**src/rtl/lvds_video_pkg.sv**
```systemverilog
// Shared constants and types for the LVDS video path: default panel timing,
// the RGB888 pixel record and the sync polarity.
package lvds_video_pkg;

    // Default panel raster timing (1366x768 panel)
    localparam int unsigned H_ACTIVE_DEF  = 1366;
    localparam int unsigned H_BLANK_DEF   = 50;
    localparam int unsigned V_ACTIVE_DEF  = 768;
    localparam int unsigned V_BLANK_DEF   = 12;
    localparam int unsigned HS_OFFSET_DEF = 4;
    localparam int unsigned HS_WIDTH_DEF  = 25;
    localparam int unsigned VS_OFFSET_DEF = 1;
    localparam int unsigned VS_WIDTH_DEF  = 5;

    // Level driven on hsync/vsync while the pulse is asserted
    localparam logic SYNC_ACTIVE = 1'b0;

    typedef struct packed {
        logic [7:0] r;
        logic [7:0] g;
        logic [7:0] b;
    } rgb888_t;

    localparam rgb888_t RGB_BLACK = '0;

endpackage

```
**src/rtl/lvds_delay_line.sv**
```systemverilog
// Width x Depth shift register with synchronous clear. Depth 0 is a wire.
module lvds_delay_line #(
    parameter int unsigned Width = 1,
    parameter int unsigned Depth = 1
) (
    input  logic             i_clk,
    input  logic             i_clr,
    input  logic [Width-1:0] i_d,
    output logic [Width-1:0] o_q
);

    if (Depth == 0) begin : g_pass
        assign o_q = i_d;
    end else begin : g_shift
        logic [Width-1:0] r_stage [Depth];

        // Shift one stage per clock; clear empties the whole line at once
        always_ff @(posedge i_clk) begin
            if (i_clr) begin
                for (int i = 0; i < int'(Depth); i++) begin
                    r_stage[i] <= '0;
                end
            end else begin
                r_stage[0] <= i_d;
                for (int i = 1; i < int'(Depth); i++) begin
                    r_stage[i] <= r_stage[i-1];
                end
            end
        end

        assign o_q = r_stage[Depth-1];
    end

endmodule

```
**src/rtl/lvds_pixel_fetch.sv**
```systemverilog
// Raster timing and scaled image-RAM address generator feeding video_lvds.
// Stored pixels are replicated X_SCALE columns by Y_SCALE rows; RGB and
// sync/DE leave RAM_LAT+1 cycles after the raw counter state.
module lvds_pixel_fetch
    import lvds_video_pkg::*;
#(
    parameter int unsigned H_ACTIVE  = H_ACTIVE_DEF,
    parameter int unsigned H_BLANK   = H_BLANK_DEF,
    parameter int unsigned V_ACTIVE  = V_ACTIVE_DEF,
    parameter int unsigned V_BLANK   = V_BLANK_DEF,
    parameter int unsigned HS_OFFSET = HS_OFFSET_DEF,
    parameter int unsigned HS_WIDTH  = HS_WIDTH_DEF,
    parameter int unsigned VS_OFFSET = VS_OFFSET_DEF,
    parameter int unsigned VS_WIDTH  = VS_WIDTH_DEF,
    parameter int unsigned X_SCALE   = 14,
    parameter int unsigned Y_SCALE   = 8,
    parameter int unsigned IMG_W     = 100,
    parameter int unsigned ADDR_W    = 14,
    parameter int unsigned RAM_LAT   = 1
) (
    input  logic              i_clk,
    input  logic              i_rst,
    input  logic              i_ene,
    output logic [ADDR_W-1:0] o_ram_addr,
    output logic              o_ram_rd,
    input  logic [7:0]        i_ram_r,
    input  logic [7:0]        i_ram_g,
    input  logic [7:0]        i_ram_b,
    output logic              o_hsync,
    output logic              o_vsync,
    output logic              o_de,
    output logic [7:0]        o_red,
    output logic [7:0]        o_green,
    output logic [7:0]        o_blue,
    output logic              o_frame_start
);

    localparam int unsigned H_TOTAL = H_ACTIVE + H_BLANK;
    localparam int unsigned V_TOTAL = V_ACTIVE + V_BLANK;

    // +1 so that end-of-window bounds equal to the total still fit
    localparam int unsigned HW = $clog2(H_TOTAL + 1);
    localparam int unsigned VW = $clog2(V_TOTAL + 1);
    localparam int unsigned XW = $clog2(X_SCALE + 1);
    localparam int unsigned YW = $clog2(Y_SCALE + 1);

    localparam logic [HW-1:0] H_LAST   = HW'(H_TOTAL - 1);
    localparam logic [VW-1:0] V_LAST   = VW'(V_TOTAL - 1);
    localparam logic [HW-1:0] H_ACT    = HW'(H_ACTIVE);
    localparam logic [VW-1:0] V_ACT    = VW'(V_ACTIVE);
    localparam logic [HW-1:0] HS_START = HW'(H_ACTIVE + HS_OFFSET);
    localparam logic [HW-1:0] HS_END   = HW'(H_ACTIVE + HS_OFFSET + HS_WIDTH);
    localparam logic [VW-1:0] VS_START = VW'(V_ACTIVE + VS_OFFSET);
    localparam logic [VW-1:0] VS_END   = VW'(V_ACTIVE + VS_OFFSET + VS_WIDTH);
    localparam logic [XW-1:0] X_LAST   = XW'(X_SCALE - 1);
    localparam logic [YW-1:0] Y_LAST   = YW'(Y_SCALE - 1);
    localparam logic [ADDR_W-1:0] COL_MAX = ADDR_W'(IMG_W - 1);
    localparam logic [ADDR_W-1:0] ROW_INC = ADDR_W'(IMG_W);

    // Flag bundle carried through the delay line: {ene, fs, vs_on, hs_on, act}
    localparam int unsigned FLAG_W = 5;

    logic [HW-1:0]     r_h_cnt;
    logic [VW-1:0]     r_v_cnt;
    logic [XW-1:0]     r_x_sub;
    logic [YW-1:0]     r_y_sub;
    logic [ADDR_W-1:0] r_col;
    logic [ADDR_W-1:0] r_row_base;

    logic w_line_end;
    logic w_frame_end;
    logic w_act;
    logic w_hs_on;
    logic w_vs_on;
    logic w_fs;

    logic [FLAG_W-1:0] w_flags_raw;
    logic [FLAG_W-1:0] w_flags_dly;
    logic              w_act_d;
    logic              w_hs_d;
    logic              w_vs_d;
    logic              w_fs_d;
    logic              w_ene_d;

    logic    r_de;
    logic    r_hs_on;
    logic    r_vs_on;
    logic    r_fs;
    rgb888_t r_pix;

    assign w_line_end  = (r_h_cnt == H_LAST);
    assign w_frame_end = w_line_end && (r_v_cnt == V_LAST);
    assign w_act       = (r_h_cnt < H_ACT) && (r_v_cnt < V_ACT);
    assign w_hs_on     = (r_h_cnt >= HS_START) && (r_h_cnt < HS_END);
    assign w_vs_on     = (r_v_cnt >= VS_START) && (r_v_cnt < VS_END);
    assign w_fs        = (r_h_cnt == '0) && (r_v_cnt == '0);

    // Raster counters: h wraps each line, v advances on line end, free-running
    always_ff @(posedge i_clk) begin
        if (i_rst) begin
            r_h_cnt <= '0;
            r_v_cnt <= '0;
        end else if (w_line_end) begin
            r_h_cnt <= '0;
            r_v_cnt <= w_frame_end ? '0 : r_v_cnt + 1'b1;
        end else begin
            r_h_cnt <= r_h_cnt + 1'b1;
        end
    end

    // Replication counters; col saturates so a wide line never spills rows
    always_ff @(posedge i_clk) begin
        if (i_rst) begin
            r_x_sub    <= '0;
            r_col      <= '0;
            r_y_sub    <= '0;
            r_row_base <= '0;
        end else if (w_line_end) begin
            r_x_sub <= '0;
            r_col   <= '0;
            if (w_frame_end) begin
                r_y_sub    <= '0;
                r_row_base <= '0;
            end else if (r_v_cnt < V_ACT) begin
                if (r_y_sub == Y_LAST) begin
                    r_y_sub    <= '0;
                    r_row_base <= r_row_base + ROW_INC;
                end else begin
                    r_y_sub <= r_y_sub + 1'b1;
                end
            end
        end else if (w_act) begin
            if (r_x_sub == X_LAST) begin
                r_x_sub <= '0;
                if (r_col != COL_MAX) begin
                    r_col <= r_col + 1'b1;
                end
            end else begin
                r_x_sub <= r_x_sub + 1'b1;
            end
        end
    end

    // Address is combinational from counter state so the RAM sees it this cycle
    assign o_ram_addr = r_row_base + r_col;
    // Reset gating keeps the strobe quiet while the raster is held
    assign o_ram_rd   = w_act && i_ene && !i_rst;

    assign w_flags_raw = {i_ene, w_fs, w_vs_on, w_hs_on, w_act};

    // Align flags and ene with the RAM data; output register adds the last stage
    lvds_delay_line #(
        .Width (FLAG_W),
        .Depth (RAM_LAT)
    ) u_flag_dly (
        .i_clk (i_clk),
        .i_clr (i_rst),
        .i_d   (w_flags_raw),
        .o_q   (w_flags_dly)
    );

    assign {w_ene_d, w_fs_d, w_vs_d, w_hs_d, w_act_d} = w_flags_dly;

    // Output register: RGB forced black outside active area or when disabled
    always_ff @(posedge i_clk) begin
        if (i_rst) begin
            r_de    <= 1'b0;
            r_hs_on <= 1'b0;
            r_vs_on <= 1'b0;
            r_fs    <= 1'b0;
            r_pix   <= RGB_BLACK;
        end else begin
            r_de    <= w_act_d;
            r_hs_on <= w_hs_d;
            r_vs_on <= w_vs_d;
            r_fs    <= w_fs_d;
            if (w_act_d && w_ene_d) begin
                r_pix <= '{r: i_ram_r, g: i_ram_g, b: i_ram_b};
            end else begin
                r_pix <= RGB_BLACK;
            end
        end
    end

    assign o_hsync       = r_hs_on ? SYNC_ACTIVE : ~SYNC_ACTIVE;
    assign o_vsync       = r_vs_on ? SYNC_ACTIVE : ~SYNC_ACTIVE;
    assign o_de          = r_de;
    assign o_frame_start = r_fs;
    assign o_red         = r_pix.r;
    assign o_green       = r_pix.g;
    assign o_blue        = r_pix.b;

endmodule

```
**config.mk**
```make
export PLATFORM = sky130hd
export DESIGN_NAME = lvds_pixel_fetch
export DESIGN_NICKNAME = d
export VERILOG_FILES = /design/src/rtl/lvds_video_pkg.sv /design/src/rtl/lvds_delay_line.sv /design/src/rtl/lvds_pixel_fetch.sv
export SDC_FILE = /design/constraint.sdc
export NUM_CORES = 1
export LEC_CHECK = 0
export CAP_MARGIN = 5
export CORE_MARGIN = 5
export CORE_UTILIZATION = 25
export CTS_CLUSTER_SIZE = 16
export DETAILED_ROUTE_END_ITERATION = 7
export PLACE_DENSITY = 0.42
export SYNTH_ARGS = -nofsm -noshare
export SYNTH_HDL_FRONTEND = slang
export SYNTH_SLANG_ARGS = --single-unit
export TNS_END_PERCENT = 5
```
**constraint.sdc**
```tcl
create_clock -name i_clk -period 2.7 [get_ports i_clk]
set_clock_uncertainty 0.1 [all_clocks]
set_input_delay 0.27 -clock i_clk [delete_from_list [all_inputs] [get_ports i_clk]]
set_output_delay 0.27 -clock i_clk [all_outputs]
set_load 0.02 [all_outputs]
```
==> flow_metrics.py, run 1 <==
metrics = {
    "sta": {
        "fin_crit_sh": 0.969,
        "worst_pin_slew_ns": 0.595,
        "grt_setup_unrepaired": "true",
        "slew_headroom": 0.603,
        "setup_viol": 0,
        "worst_hold_slack_ns": 0.345,
        "fin_ws_ns": 0.0831,
        "slew_violations": 0,
        "fmax_mhz": 382,
        "timing_hold_violations_final": 0,
        "min_period_ns": 2.62,
    },
    "synth": {
        "synth_mux_area_frac": 0.0122,
        "syn_area_um2": 4310,
        "synthAdderAreaFrac": 0.0609,
        "synthSimpleGateAreaFrac": 0.273,
        "ys.warnings.count": 0,
        "synth.top_cell.area_share": 0.408,
        "syn_nets": 540,
        "synth.avg_cell_area_um2": 8.77,
        "synth_xor_area_frac": 0.0670,
        "synth-edff-count": 0,
        "synth_top_cell_by_area": "dfxtp_1",
        "post-synth-top-count-cell": "dfxtp_1",
        "synth_top_family_by_area": "simple AND/OR/NAND/NOR gates",
        "ys.flop_type": "dfxtp_1",
        "synth-async-reset-ratio": 0,
        "synth_compound_area_frac": 0.142,
        "ys_seq_elements": 88,
        "netlist_instances": 492,
        "synthTopCellsByArea": "dfxtp_1 41%, ha_1 6.1%, and3_1 5.1%, nor2_1 5.0%, xor2_1 3.7%",
        "synth_common_cells": "88 x dfxtp_1, 58 x nor2_1, 35 x and3_1, 35 x nand2_1, 27 x a21oi_1",
        "yosysSeqAreaShare": 0.408,
        "yosysUniqueCellTypes": 60,
    },
    "cells_and_area": {
        "final_cells": 811,
        "fin_area_um2": 5710,
        "syn_to_final_growth_pct": 32.3,
        "antenna_cells": 0,
        "drive_above_1_share": 0.123,
        "fin_nets": 629,
    },
    "critical_path": {
        "critical_path.max_fanout": 4,
        "crit_required_ns": 2.33,
        "cpMaxStageDelayCell": "nor4_1",
        "worstSetupStartpointType": "flop",
        "end_kind": "output pin",
        "startpoint": "r_col[6]",
        "crit_type": "reg -> out",
        "max_stage_delay_ns": 0.35,
        "r2r_start": "r_v_cnt[4]",
        "cp_cell_sequence": "ha_1, nor4_1, a21oi_2, and3_1, a41oi_2, xnor2_1, clkdlybuf4s15_2",
        "cp.arrival_ns": 2.25,
    },
    "clocking": {
        "clk_pin_slew_ns": 0.06,
        "cts_sinks": 88,
        "holdBufCountCts": 0,
        "cts_tree": "done",
        "clk_path_buf_depth": 2,
        "clockRootBuffer": "clkbuf_16",
        "insertion_delay_ns": 0.34,
        "cts.htree.levels": 3,
        "cts_buffers": 9,
    },
    "global_route": {
        "antenna_found_initial": 0,
        "grt_usage": 0.117,
        "grt-ovfl-total": 0,
        "grt_max_degree": 26,
        "grt_pass1_wl_um": 19100,
        "grt_pass1_vias": 3733,
    },
    "routing": {
        "drt_wl_total_um": 11100,
        "antenna_left": 0,
        "viasPerCell": 4.68,
        "num_vias": 3792,
        "drt-initial-drc-count": 182,
        "wl_met1_um": 5480,
        "highest_layer": "met4",
        "wl_per_cell_um": 13.7,
        "dr_wl_met2_um": 5100,
        "drcViolationCount": 0,
        "firstDrtPassIters": 4,
        "wl_met3_um": 438,
    },
    "placed_design": {
        "dpl_cell_area_um2": 5430,
        "hpwl_um": 8350,
        "gp_congestion": 0.803,
        "dp.cells": 795,
        "io_buffers": 69,
        "place_ws_ns": 0.0614,
    },
    "die": {
        "fp.dieH_um": 141,
        "die-area_um2": 20000,
        "num_rows": 48,
        "start_util": 0.252,
        "die_w_um": 141,
        "core_um2": 17100,
        "ios": 70,
    },
    "pwr": {
        "power_density_nw_per_um2": 467,
        "ir_drop_mv": 0.332,
        "power_w": 0.00266,
        "power.leakage_nw": 2.34,
    },
    "min_path": {
        "holdCritPathClass": "reg -> reg",
        "hp-start": "u_flag_dly.g_shift.r_stage[0][2]",
    },
    "run_status": {
        "outcome": "complete, no violations",
    },
    "job": {
        "max_cap_violations": 0,
    },
}
-- report_power, final --
part	switching [W]	leakage [nW]	internal, W	total [W]
registers	0.0000205	0.713	0.00132	0.00134
clock network	0.000517	0.132	0.000619	0.00114
logic	0.0000922	1.50	0.0000944	0.000187
total	0.000630	2.34	0.00203	0.00266
-- state kept, by name, summed over array words and instances, names as in the netlist --
register	cells
r_col	14
o_blue	8
u_flag_dly.g_shift.r_stage	5
r_v_cnt	10
o_de	1
r_hs_on	1
r_vs_on	1
o_red	8
o_green	8
r_y_sub	4
r_h_cnt	11
r_x_sub	4
r_row_base	12
o_frame_start	1
-- worst max-delay path, delay by kind of cell, from the launching register on --
| kind | cells | cell delay [ns] |
|---|---|---|
| buffers and inverters | 1 | 0.28 |
| AND/OR/NAND/NOR | 2 | 0.57 |
| XOR/XNOR | 1 | 0.13 |
| flip-flops | 1 | 0.31 |
| adder cells (fa/ha/maj) | 1 | 0.31 |
| AO/OA/AOI/OAI | 2 | 0.31 |
-- cells by family (layout without fill, tap and decap cells) --
| logic type | count (synthesis) | count (layout) |
|---|---|---|
| xor+xnor | 33 | 33 |
| fa+ha+maj | 21 | 21 |
| mux | 5 | 5 |
| buf+inv | 36 | 130 |
| other cells | 1 | 1 |
| compound gates | 87 | 87 |
| simple gates | 221 | 221 |
| flops | 88 | 88 |
-- metrics by stage --
stage,TNS [ns],util
4_1_cts,-0.0415,0.332
3_3_place_gp,0,0.317
3_5_place_dp,0,0.317
2_1_floorplan,0,-
5_1_grt,-0.0832,0.334
6_report,0,0.334
-- per-layer routing --
layer,global-route usage,vias to the layer above
met2,0.185,58
met4,0.0321,0
met3,0.0320,9
li1,-,1949
met5,0,-
met1,0.158,1776
-- cells in the final DEF (no fill, tap or decap), drive strengths merged, types with 6 or more instances in the layout --
cell / n
ha: 21
xnor2: 15
buf: 32
clkbuf: 13
nand2: 35
nor2: 58
a21oi: 29
clkdlybuf4s50: 61
and3: 35
nor2b: 10
inv: 13
nand4: 12
or3: 7
nor3: 15
nand3: 13
o211ai: 7
or4: 6
a21o: 6
nor4: 8
xor2: 18
o21ai: 12
dfxtp: 88
a221o: 9
-- worst paths after layout --
kind                            cells after the start  slack [ns]             end
worst min register to register                      1        0.34         r_vs_on
worst min-delay path                                1        0.34         r_vs_on
worst max register to register                      5        0.39   r_row_base[8]
worst max-delay path                                7        0.08  o_ram_addr[13]
-- cell type report --
cell class | instances | area (µm²)
Inverter | 13 | 48.8
Fill cell | 1772 | 11400
Timing Repair Buffer | 101 | 916
Sequential cell | 88 | 1760
Tap cell | 225 | 282
Clock inverter | 6 | 36.3
Clock buffer | 10 | 229
Multi-Input combinational cell | 368 | 2430
-- repair_timing --
item	CTS	global route
resized for setup	10	13
endpoints found under the setup margin	8	7
buffers inserted	0	0
pin swaps	1	0
No activity file was read; power rests on OpenSTA's default activity.
==> run 2, diff against run 1 <==
--- a/config.mk
+++ b/config.mk
@@ -8,6 +8,7 @@
 export CAP_MARGIN = 5
 export CORE_MARGIN = 5
 export CORE_UTILIZATION = 25
+export CTS_BUF_LIST = sky130_fd_sc_hd__clkbuf_4 sky130_fd_sc_hd__clkbuf_8 sky130_fd_sc_hd__clkbuf_16
 export CTS_CLUSTER_SIZE = 16
 export DETAILED_ROUTE_END_ITERATION = 7
 export PLACE_DENSITY = 0.42
==> run 2 against run 1 <==
Global-route usage unchanged. Combinational power about the same. Final cell count unchanged. Utilization about the same. Sequential power about the same. Die area unchanged. Sequential share of layout area about the same. Hold slack unchanged. First-iteration DRC count unchanged. Largest cell class unchanged.
==> flow_metrics.py, run 2 (synthesis results as in run 1) <==
metrics = {
    "die": {
        "start_util": 0.252,
        "fp.dieH_um": 141,
        "die-area_um2": 20000,
        "num_rows": 48,
        "die_w_um": 141,
        "core_um2": 17100,
        "ios": 70,
    },
    "routing": {
        "antenna_left": 0,
        "drcViolationCount": 0,
        "drt_wl_total_um": 11100,
        "firstDrtPassIters": 4,
        "viasPerCell": 4.67,
        "wl_per_cell_um": 13.7,
        "drt-initial-drc-count": 182,
        "num_vias": 3791,
    },
    "cells_and_area": {
        "final_common_cell": "dfxtp_1",
        "fin_util": 0.334,
        "drive_above_1_share": 0.125,
        "reg_top3": "r_col (14), r_row_base (12), r_h_cnt (11)",
        "syn_to_final_growth_pct": 32.4,
        "layout_common_cells": "87 x dfxtp_1, 61 x clkdlybuf4s50_1, 58 x nor2_1, 35 x and3_1, 35 x nand2_1",
        "largest_reg_flops": 14,
        "fin_nets": 629,
        "largest-register": "r_col",
        "antenna_cells": 0,
    },
    "pwr": {
        "p_sw_w": 0.000632,
        "power.share.combinational": 0.070,
        "power_frac_clock": 0.429,
        "power_w": 0.00268,
        "power_density_nw_per_um2": 468,
        "p_int_w": 0.00204,
        "ir_drop_mv": 0.332,
        "switching_share": 0.236,
        "power.leakage_nw": 2.34,
        "power_frac_seq": 0.501,
    },
    "global_route": {
        "grt_pass1_vias": 3733,
        "grt_pass1_wl_um": 19100,
        "grt-ovfl-total": 0,
        "grt_usage": 0.117,
        "antenna_found_initial": 0,
        "grt_max_degree": 26,
    },
    "clocking": {
        "cts_buffers": 9,
        "cts_tree": "done",
        "cts.htree.levels": 3,
        "clk_path_buf_depth": 2,
        "clockRootBuffer": "clkbuf_16",
        "cts_sinks": 88,
        "cts_setup_buffers": 0,
        "clk_pin_slew_ns": 0.06,
        "insertion_delay_ns": 0.34,
    },
    "sta": {
        "grt_setup_unrepaired": "true",
        "fin_crit_sh": 0.969,
        "setup_viol": 0,
        "min_period_ns": 2.62,
        "worst_pin_slew_ns": 0.595,
        "slew_headroom": 0.603,
        "slew_violations": 0,
        "timing_hold_violations_final": 0,
        "tns_ns": 0,
        "fmax_mhz": 382,
    },
    "placed_design": {
        "hpwl_um": 8350,
        "gp_congestion": 0.803,
        "io_buffers": 69,
    },
    "critical_path": {
        "crit_type": "reg -> out",
        "path_buf_inv": 1,
        "cp_cell_sequence": "ha_1, nor4_1, a21oi_2, and3_1, a41oi_2, xnor2_1, clkdlybuf4s15_2",
        "critical_path.max_fanout": 4,
        "cp.arrival_ns": 2.25,
        "critPathTopFamily": "simple AND/OR/NAND/NOR gates",
        "worstSetupStartpointType": "flop",
        "max_stage_delay_ns": 0.35,
        "end_kind": "output pin",
        "crit_required_ns": 2.33,
        "cpMaxStageDelayCell": "nor4_1",
    },
    "min_path": {
        "holdCritPathClass": "reg -> reg",
    },
    "run_status": {
        "outcome": "complete, no violations",
    },
    "job": {
        "max_cap_violations": 0,
    },
}
## run 2: cell counts in the layout (fill, tap and decap cells not counted)
No cell type changed its count.
## run 2: final cells by class
type / instances / area (µm²)
clock buffers: 10 / 233
clock inverters: 6 / 36.3
fillers: 1772 / 11400
inverters: 13 / 48.8
multi-input cells: 368 / 2430
flip-flops and latches: 88 / 1760
well taps: 225 / 282
repair buffers: 101 / 916
## run 2: path summary, 6_finish.rpt
path / start / endpoint / slack, ns / cells past startpoint
worst min register to register: u_flag_dly.g_shift.r_stage[0][2] / r_vs_on / 0.34 / 1
worst max register to register: r_v_cnt[4] / r_row_base[8] / 0.39 / 5
worst max-delay path: r_col[6] / o_ram_addr[13] / 0.08 / 7
worst min-delay path: u_flag_dly.g_shift.r_stage[0][2] / r_vs_on / 0.34 / 1
## run 2: power by group through the flow
stage / clock (W) / sequential (W) / combinational [W]
after floorplan: 0 / 0.00137 / 0.0000939
after global placement: 0 / 0.00137 / 0.000192
after detailed placement: 0 / 0.00137 / 0.000193
after CTS: 0.00120 / 0.00134 / 0.000190
after global routing: 0.00126 / 0.00135 / 0.000207
final: 0.00115 / 0.00134 / 0.000187
## run 2: worst reg2reg max path, stage by stage (launching register included)
cell	delay [ns]
dfxtp_1	0.34
or4_4	0.57
nor4_4	0.39
o21bai_2	0.20
a21oi_2	0.18
a221o_1	0.41
## run 2: per-stage QoR
| step | hold slack [ns] | cell area [µm²] | setup slack (ns) | cells |
|---|---|---|---|---|
| floorplan | 0.314 | 4310 | 0.604 | 492 |
| global placement | 0.331 | 5430 | 0.0724 | 795 |
| detailed placement | 0.326 | 5430 | 0.0614 | 795 |
| CTS | 0.349 | 5690 | -0.0271 | 811 |
| global route | 0.376 | 5710 | -0.0832 | 811 |
| finish | 0.345 | 5710 | 0.0830 | 811 |
## run 2: repair_timing
| item | 4_1_cts | 5_1_grt |
|---|---|---|
| hold buffers | 0 | 0 |
| resized for setup | 10 | 13 |
| setup endpoints to repair | 8 | 7 |
| pin swaps | 1 | 0 |
| gates cloned | 0 | 0 |
## run 2: per-layer routing
layer  wire [µm]  GRT usage
met1        5490      0.158
met4         112     0.0321
met2        5100      0.185
met3         438     0.0320
met5           0          0
